--- src/rtl/arilla_arb_pkg.sv ---
// Shared types, defaults and helpers for the arilla bus arbiter and its picker.
package arilla_arb_pkg;

    typedef enum logic {
        ARB_OWN  = 1'b0,
        ARB_TURN = 1'b1
    } arb_state_e;

    localparam int ARB_DEF_MASTERS  = 2;
    localparam int ARB_DEF_MAX_HOLD = 16;
    localparam int ARB_DEF_TURN     = 1;

    // The rotate helper works on a fixed-width vector so the package needs no parameters.
    localparam int ARB_MAX_MASTERS  = 32;
    localparam int ARB_IDX_W        = 5;

    // Bits needed for a counter running 0..max_val-1 (never less than one bit).
    function automatic int arb_cnt_width(input int max_val);
        return (max_val <= 2) ? 1 : $clog2(max_val);
    endfunction

    // Rotate the low n bits of vec right by shift (shift < n): result[k] = vec[(k+shift) mod n].
    function automatic logic [ARB_MAX_MASTERS-1:0] arb_rotate(
        input logic [ARB_MAX_MASTERS-1:0] vec,
        input int                         shift,
        input int                         n
    );
        logic [ARB_MAX_MASTERS-1:0] r;
        int j;
        r = '0;
        for (int i = 0; i < ARB_MAX_MASTERS; i++) begin
            j = i + shift;
            if (j >= n) j = j - n;
            if (i < n && j < ARB_MAX_MASTERS) r[i[ARB_IDX_W-1:0]] = vec[j[ARB_IDX_W-1:0]];
        end
        return r;
    endfunction

endpackage

--- src/rtl/arilla_arb_select.sv ---
// Combinational winner picker for arilla_bus_arbiter.
// ARB_ROUND_ROBIN_EN defined: round-robin starting above last_owner; undefined: lowest index wins.
module arilla_arb_select
    import arilla_arb_pkg::*;
#(
    parameter int NumMasters = ARB_DEF_MASTERS
) (
    input  logic [NumMasters-1:0]         req,
    input  logic [$clog2(NumMasters)-1:0] last_owner,
    output logic [$clog2(NumMasters)-1:0] winner,
    output logic                          any
);

    localparam int OwnerW = $clog2(NumMasters);

    assign any = |req;

`ifdef ARB_ROUND_ROBIN_EN
    logic [ARB_MAX_MASTERS-1:0] req_ext;
    logic [ARB_MAX_MASTERS-1:0] rot;
    int                         start;
    int                         idx;

    // Rotate so the master just above last_owner sits at bit 0, then take the lowest set bit.
    always_comb begin
        req_ext                 = '0;
        req_ext[NumMasters-1:0] = req;
        start                   = int'(last_owner) + 1;
        if (start >= NumMasters) start = 0;
        rot = arb_rotate(req_ext, start, NumMasters);
        idx = start;
        for (int k = NumMasters - 1; k >= 0; k--) begin
            if (rot[k]) begin
                idx = start + k;
                if (idx >= NumMasters) idx = idx - NumMasters;
            end
        end
        winner = OwnerW'(idx);
    end
`else
    logic unused_last_owner;
    assign unused_last_owner = ^last_owner;

    always_comb begin
        winner = '0;
        for (int k = NumMasters - 1; k >= 0; k--) begin
            if (req[k]) winner = OwnerW'(k);
        end
    end
`endif

endmodule

--- src/rtl/arilla_bus_arbiter.sv ---
// Tri-state bus arbiter: one owner un-inhibited at a time, with an all-inhibited turnaround gap
// on every ownership change. Build option ARB_ROUND_ROBIN_EN selects round-robin arbitration.
module arilla_bus_arbiter
    import arilla_arb_pkg::*;
#(
    parameter int NumMasters = ARB_DEF_MASTERS,
    parameter int ParkMaster = 0,
    parameter int MaxHold    = ARB_DEF_MAX_HOLD,
    parameter int TurnCycles = ARB_DEF_TURN
) (
    input  logic                          clk,
    input  logic                          rst,
    input  logic [NumMasters-1:0]         req,
    input  logic [NumMasters-1:0]         lock,
    output logic [NumMasters-1:0]         inhibit,
    output logic [NumMasters-1:0]         grant,
    output logic [$clog2(NumMasters)-1:0] owner,
    output logic                          switching
);

    localparam int                    OwnerW   = $clog2(NumMasters);
    localparam int                    HoldW    = arb_cnt_width(MaxHold);
    localparam int                    TurnW    = arb_cnt_width(TurnCycles);
    localparam logic [OwnerW-1:0]     Park     = OwnerW'(ParkMaster);
    localparam logic [HoldW-1:0]      HoldLast = HoldW'((MaxHold == 0) ? 0 : MaxHold - 1);
    localparam logic [TurnW-1:0]      TurnLast = TurnW'(TurnCycles - 1);
    localparam logic [NumMasters-1:0] OneHot0  = NumMasters'(1);

    arb_state_e            state_q, state_d;
    logic [OwnerW-1:0]     owner_q, owner_d;
    logic [HoldW-1:0]      hold_cnt_q, hold_cnt_d;
    logic [TurnW-1:0]      turn_cnt_q, turn_cnt_d;
    logic [NumMasters-1:0] grant_q, grant_d;
    logic [NumMasters-1:0] inhibit_q, inhibit_d;
    logic                  switching_q, switching_d;

    logic [NumMasters-1:0] others;
    logic [OwnerW-1:0]     sel_winner;
    logic                  sel_any;
    logic                  own_req;
    logic                  own_lock;
    logic                  expired;
    logic                  keep;

    assign others   = req & ~(OneHot0 << owner_q);
    assign own_req  = req[owner_q];
    assign own_lock = lock[owner_q];
    assign expired  = (MaxHold != 0) && (hold_cnt_q == HoldLast) && sel_any && !own_lock;
    assign keep     = (own_req || own_lock) && !expired;

    arilla_arb_select #(
        .NumMasters (NumMasters)
    ) u_select (
        .req        (others),
        .last_owner (owner_q),
        .winner     (sel_winner),
        .any        (sel_any)
    );

    always_comb begin
        state_d    = state_q;
        owner_d    = owner_q;
        hold_cnt_d = hold_cnt_q;
        turn_cnt_d = turn_cnt_q;
        case (state_q)
            ARB_OWN: begin
                if (own_req && hold_cnt_q != HoldLast) hold_cnt_d = hold_cnt_q + 1'b1;
                // Nobody else waiting and already parked: nothing to hand over.
                if (!keep && (sel_any || owner_q != Park)) begin
                    state_d    = ARB_TURN;
                    owner_d    = sel_any ? sel_winner : Park;
                    hold_cnt_d = '0;
                    turn_cnt_d = TurnLast;
                end
            end
            ARB_TURN: begin
                if (turn_cnt_q == '0) state_d = ARB_OWN;
                else                  turn_cnt_d = turn_cnt_q - 1'b1;
            end
            default: state_d = ARB_OWN;
        endcase
        // Outputs are registered copies of the next state so they never glitch.
        grant_d     = (state_d == ARB_OWN) ? (OneHot0 << owner_d) : '0;
        inhibit_d   = ~grant_d;
        switching_d = (state_d == ARB_TURN);
    end

    // Reset drops the current owner immediately; no turnaround is inserted.
    always_ff @(posedge clk) begin
        if (rst) begin
            state_q     <= ARB_OWN;
            owner_q     <= Park;
            hold_cnt_q  <= '0;
            turn_cnt_q  <= '0;
            grant_q     <= OneHot0 << Park;
            inhibit_q   <= ~(OneHot0 << Park);
            switching_q <= 1'b0;
        end else begin
            state_q     <= state_d;
            owner_q     <= owner_d;
            hold_cnt_q  <= hold_cnt_d;
            turn_cnt_q  <= turn_cnt_d;
            grant_q     <= grant_d;
            inhibit_q   <= inhibit_d;
            switching_q <= switching_d;
        end
    end

    assign grant     = grant_q;
    assign inhibit   = inhibit_q;
    assign owner     = owner_q;
    assign switching = switching_q;

endmodule

--- config.mk ---
export PLATFORM = sky130hd
export DESIGN_NAME = arilla_bus_arbiter
export DESIGN_NICKNAME = d
export VERILOG_FILES = /design/src/rtl/arilla_arb_pkg.sv /design/src/rtl/arilla_arb_select.sv /design/src/rtl/arilla_bus_arbiter.sv
export SDC_FILE = /design/constraint.sdc
export NUM_CORES = 1
export LEC_CHECK = 0
export CORE_AREA = 5 5 42 44
export CTS_CLUSTER_DIAMETER = 30
export CTS_CLUSTER_SIZE = 40
export DETAILED_ROUTE_END_ITERATION = 10
export DIE_AREA = 0 0 47 49
export PLACE_DENSITY = 0.64
export SLEW_MARGIN = 40
export SYNTH_ARGS = -nofsm -noshare
export SYNTH_HDL_FRONTEND = slang
export SYNTH_SLANG_ARGS = --single-unit
--- constraint.sdc ---
create_clock -name clk -period 3.75 [get_ports clk]
set_input_delay 0.5625 -clock clk [delete_from_list [all_inputs] [get_ports clk]]
set_output_delay 0.5625 -clock clk [all_outputs]
set_load 0.03 [all_outputs]
# Word level (Yosys, flattened, before mapping)
# Index checks and enable logic that the tools add are counted.
# W data, S select, Z words.
totals:
  reg_bits: 11
  latchBits: 0
  ramBits: 0
  mem_bits_ro: 0
  input_bits: 6
  out_inout_bits: 6
  memories: 0
classes:
  addsub: 2
  mul: 0
  n_div: 0
  order_cmp: 1
  n_eq_ne: 3
  shift: 2
  muxes: 18
  bitwise: 4
  n_reduce_logical: 13
ops:
  columns: ["op", "count"]
  rows:
  - ["$mux W1", 13]
  - ["$mux W4", 2]
  - ["$logic_and A1 B1 Y1", 5]
  - ["$add A4 B1 Y4 const B", 1]
  - ["$eq A4 B4 Y1 const B", 1]
  - ["$ne A4 B4 Y1 const B", 1]
  - ["$not A2 Y2", 2]
  - ["$pmux W1 S2", 2]
  - ["$shl A1 B1 Y2 const A", 2]
  - ["$logic_not A1 Y1", 3]
  - ["$and A2 B2 Y2", 1]
  - ["$logic_or A1 B1 Y1", 2]
  - ["$lt A1 B2 Y1 const B", 1]
  - ["$mux W2", 1]
  - ["$ne A2 B2 Y1 const B", 1]
  - ["$reduce_and A2 Y1", 1]
  - ["$reduce_bool A2 Y1", 1]
  - ["$reduce_or A2 Y1", 1]
  - ["$not A1 Y1", 1]
  - ["$sub A1 B1 Y1 const B", 1]

# Longest topological paths before layout
logic_depth:
  word_depth: 15
  ltp_mapped: 5

# Hierarchy
# Synthesis repeated with hierarchy kept, for this count alone.
hier_totals:
  hier_cells: 44
  area_unflattened_um2: 437.9
modules_own_cells:
  columns: ["mod", "instances", "cells_per_inst", "area_each_um2", "seq_area_each_um2"]
  rows:
  - ["arilla_bus_arbiter", 1, 42, 425.4, 200.2]
  - ["arilla_arb_select", 1, 2, 12.5, 0.0]

# Least setup slack after synthesis
# Ideal clock, no wire load.
synth_path:
  path_kind: "flip-flop to flip-flop"
  start: "reg owner_q (netlist: owner)"
  end: "reg owner_q (netlist: owner)"
  setup_ns: 0.117
  arrival_time_ns: 1.560
  t_required_ns: 3.633
  setup_slack_ns: 2.073
  stages_incl_launch_ff: 6
  n_path_buf: 1
  period_less_slack_ns: 1.677
  cell_sequence: "dfxtp_1 -> buf_6 -> mux2i_2 -> a31oi_2 -> o31a_1 -> a22o_1"
synth_between:
  elab_chain_len: 12
synth_lines:
  columns: ["element", "line", "rtl"]
  rows:
  - ["from (decl)", "arilla_bus_arbiter.sv:30", "logic [OwnerW-1:0] owner_q, owner_d;"]
  - ["from (signal assigned)", "arilla_bus_arbiter.sv:92", "owner_q <= Park;"]
  - ["from (signal assigned)", "arilla_bus_arbiter.sv:100", "owner_q <= owner_d;"]
  - ["$shl A1 B1 Y2", "arilla_bus_arbiter.sv:45", "assign others = req & ~(OneHot0 << owner_q);"]
  - ["$not A2 Y2", "arilla_bus_arbiter.sv:45", null]
  - ["$and A2 B2 Y2", "arilla_bus_arbiter.sv:45", null]
  - ["$reduce_or A2 Y1", "arilla_arb_select.sv:16", "assign any = |req;"]
  - ["$logic_and A1 B1 Y1 (2 in series)", "arilla_bus_arbiter.sv:48", "assign expired = (MaxHold != 0) && (hold_cnt_q == HoldLast) && sel_any && !own_lock;"]
  - ["$logic_not A1 Y1", "arilla_bus_arbiter.sv:49", "assign keep = (own_req || own_lock) && !expired;"]
  - ["$logic_and A1 B1 Y1", "arilla_bus_arbiter.sv:49", null]
  - ["$logic_not A1 Y1", "arilla_bus_arbiter.sv:69", "if (!keep && (sel_any || owner_q != Park)) begin"]
  - ["$logic_and A1 B1 Y1", "arilla_bus_arbiter.sv:69", null]
  - ["$mux W1", "arilla_bus_arbiter.sv:69", null]
  - ["$mux W1 (*)", "arilla_bus_arbiter.sv:65", "case (state_q)"]
# Every way passes the cells marked *; elsewhere a longest branch is shown, timed or not. The select of a mux whose other input is x is not followed.
# A chain may end at the register's enable or synchronous reset.

# Final worst setup path
layout_path:
  start: "reg owner_q (netlist: owner)"
  end: "out owner"
layout_rtl:
  columns: ["element", "line", "rtl"]
  rows:
  - ["to (decl)", "arilla_bus_arbiter.sv:17", "output logic [$clog2(NumMasters)-1:0] owner,"]
# No word-level cell between the ends.

==> impl_metrics.yaml <==
worst_setup_path:
  cp-endpoint: "owner"
  path_buf_inv: 1
  rr_worst_depth: 4
  cp_top_family: "buffers and inverters"
  critPathKind: "flip-flop to output port"
  cp.arrival_ps: 1630
  crit_fanout: 14
  crit_chain: "clkdlybuf4s50_1"
  cp.required_ps: 3190
  path_depth: 1
  crit_start: "owner"
  crit_path_start_kind: "flip-flop"
  cpPeakStageDelay_ps: 760
  reg2reg_from: "owner"
  r2r-end: "owner"
  endpoint_kind: "output port"
  reg2reg_slack_ps: 2090
  cpMaxStageDelayCell: "clkdlybuf4s50_1"
cts:
  cts_hold_buffers: 0
  clk_latency_ps: 260
  post_cts_buffers: 0
  clk_pin_slew_ps: 60
  clock-sinks: 10
  cts.path.max_buffers: 2
  cts_buffers: 3
  ctsResizeCount: 0
  cts_tree: "yes"
  clockRootBuffer: "clkbuf_4"
  ctsHtreeMaxLevel: 1
synthesis:
  synth_top_area_share_pct: 41.1
  ys_seq_area_share_pct: 41.1
  yosysUniqueCellTypes: 29
  synthesis.area_sq_um: 487
  synth_cells: 48
  synth_seq_cells: 10
  syn-num-nets: 55
  yosys.area.top_type: "dfxtp_1"
  postSynthAreaPerCell_sq_um: 10.1
  yosys_warnings: 0
  synth_area_leaders: "dfxtp_1 41%, a21oi_1 4.1%, a311oi_1 3.6%, a311oi_2 3.1%, o31ai_1 3.1%"
timing:
  layout_setup_ws_ps: 1550
  holdWs_ps: 534
  fin_skew_ps: 4.66
  drv_slew: 0
  final.period_utilization_pct: 58.6
  fin_crit_ps: 2200
  rsz0062_at_grt: "no"
  fmax_mhz: 455
  tns_ps: 0
  tightest_slew_ps: 465
  slew_headroom_pct: 69.0
  setup_violations: 0
  hold_viol: 0
run:
  cap_violations: 0
placement:
  numPortBuffers: 11
  place_ws_ps: 1600
  placedCellCount: 74
  dp_hpwl_um: 726
  gp_congestion: 0.798
cells_and_area:
  diodes: 0
  stdcell_count: 78
  area_growth_pct: 31.9
  drive_above_1_share_pct: 14.5
  fillers: 146
  final_core_util_pct: 45.8
  final_cell_mix: "11 x clkdlybuf4s50_1, 10 x dfxtp_1, 4 x a21oi_1"
  final_nets: 70
  final_common_cell: "clkdlybuf4s50_1"
status:
  status: "finished, final reports clean"
pwr:
  p_clk_share_pct: 37.9
  power_density_mw_per_mm2: 388
  p_int_uw: 189
  p_switching_uw: 59.8
  leakage_uw: 0.000242
  irDropWorstVdd_v: 0.000249
  sw_frac_of_total_pct: 24.0
  seq_power_share_pct: 46.8
  p_comb_share_pct: 15.3
routing:
  via_per_inst: 5.26
  drc: 0
  dr.pass1.iters: 4
  wl_per_cell_um: 12.2
  drtIter0Drc: 6
  ant_nets: 0
  dr_total_vias: 410
  routed_wl_um: 950
floorplanning:
  start_util_pct: 34.7
  core_area_sq_mm: 0.00140
  dieArea_sq_mm: 0.00230
  die_h_um: 49
  io_pins: 12
  die_w_um: 47
  rows: 14
hold_path:
  hold_start: "hold_cnt_q[1]"
  hold_class: "flip-flop to flip-flop"
global_route:
  overflow: 0
  grt_first_pass_wirelength_um: 1640
  antenna_found_initial: 0
  grt_max_degree: 15
  grt_pass1_vias: 381
  grt_usage_pct: 9.88
-- kinds of logic after synthesis --
kind of cell    after synthesis  synth area share (%)
mux                           1                  2.83
compound gates               16                  26.7
xor+xnor                      1                  1.80
buf+inv                       4                  4.63
flops                        10                  41.1
simple gates                 15                  20.3
fa+ha+maj                     1                  2.57
-- metal layers --
layer  GRT usage [%]  routed length (um)  up-vias
met3            3.69                  45        2
li1                -                   -      214
met4            6.91                   4        0
met2            11.8                 422        9
met5               0                   0        -
met1            13.9                 478      185
-- worst reg2reg max path: cells and delay by family (launching register included) --
| kind | cells | cell delay [ps] |
|---|---|---|
| mux | 1 | 340 |
| flops | 1 | 610 |
| compound gates | 3 | 610 |
-- Yosys cell counts (all sizes together) --
master,number
nor3b,1
o31a,1
nor3,1
or4b,1
a21o,1
a311oi,3
o31ai,2
inv,3
o311a,1
xnor2,1
nor4,1
a22o,1
and2b,1
nand2,3
dfxtp,10
buf,1
a21oi,4
nand2b,1
a31oi,2
nand3,2
nand3b,1
nor2,1
nor2b,1
ha,1
and2,1
mux2i,1
o41ai,1
-- per-stage QoR --
| stage | total power [uW] | area, sq um |
|---|---|---|
| final | 249 | 642 |
| after global routing | 266 | 642 |
| after floorplan | 142 | 487 |
| after global placement | 157 | 606 |
| after detailed placement | 157 | 606 |
| after CTS | 253 | 642 |
-- worst min-delay path by stage --
stage,endpoint,slack (ps),cells after the start
global route,hold_cnt_q[1],570,2
CTS,hold_cnt_q[3],540,2
floorplan,hold_cnt_q[1],460,2
global placement,hold_cnt_q[1],520,2
finish,hold_cnt_q[1],530,2
detailed placement,hold_cnt_q[3],530,2
-- final cells by class --
| type | count | area [sq um] | area share, % |
|---|---|---|---|
| Sequential cell | 10 | 200 | 31.2 |
| Timing Repair Buffer | 11 | 110 | 17.2 |
| Multi-Input combinational cell | 34 | 264 | 41.1 |
| Clock buffer | 4 | 36.3 | 5.65 |
| Inverter | 3 | 11.3 | 1.75 |
| Tap cell | 16 | 20.0 | 3.12 |
-- power groups by stage --
stage                     clock network (uW)  registers (uW)  logic [uW]
after floorplan                            0             122        20.6
after global placement                     0             119        38.3
after detailed placement                   0             119        38.3
after CTS                               97.7             116        38.6
after global routing                     106             117        42.1
final                                   94.4             116        38.1
-- state kept, by name, summed over array words and instances, names as in the netlist --
signal and cells:
hold_cnt_q 4, grant 2, switching 1, inhibit 2, owner 1
Power figures use the tool's default switching activity.
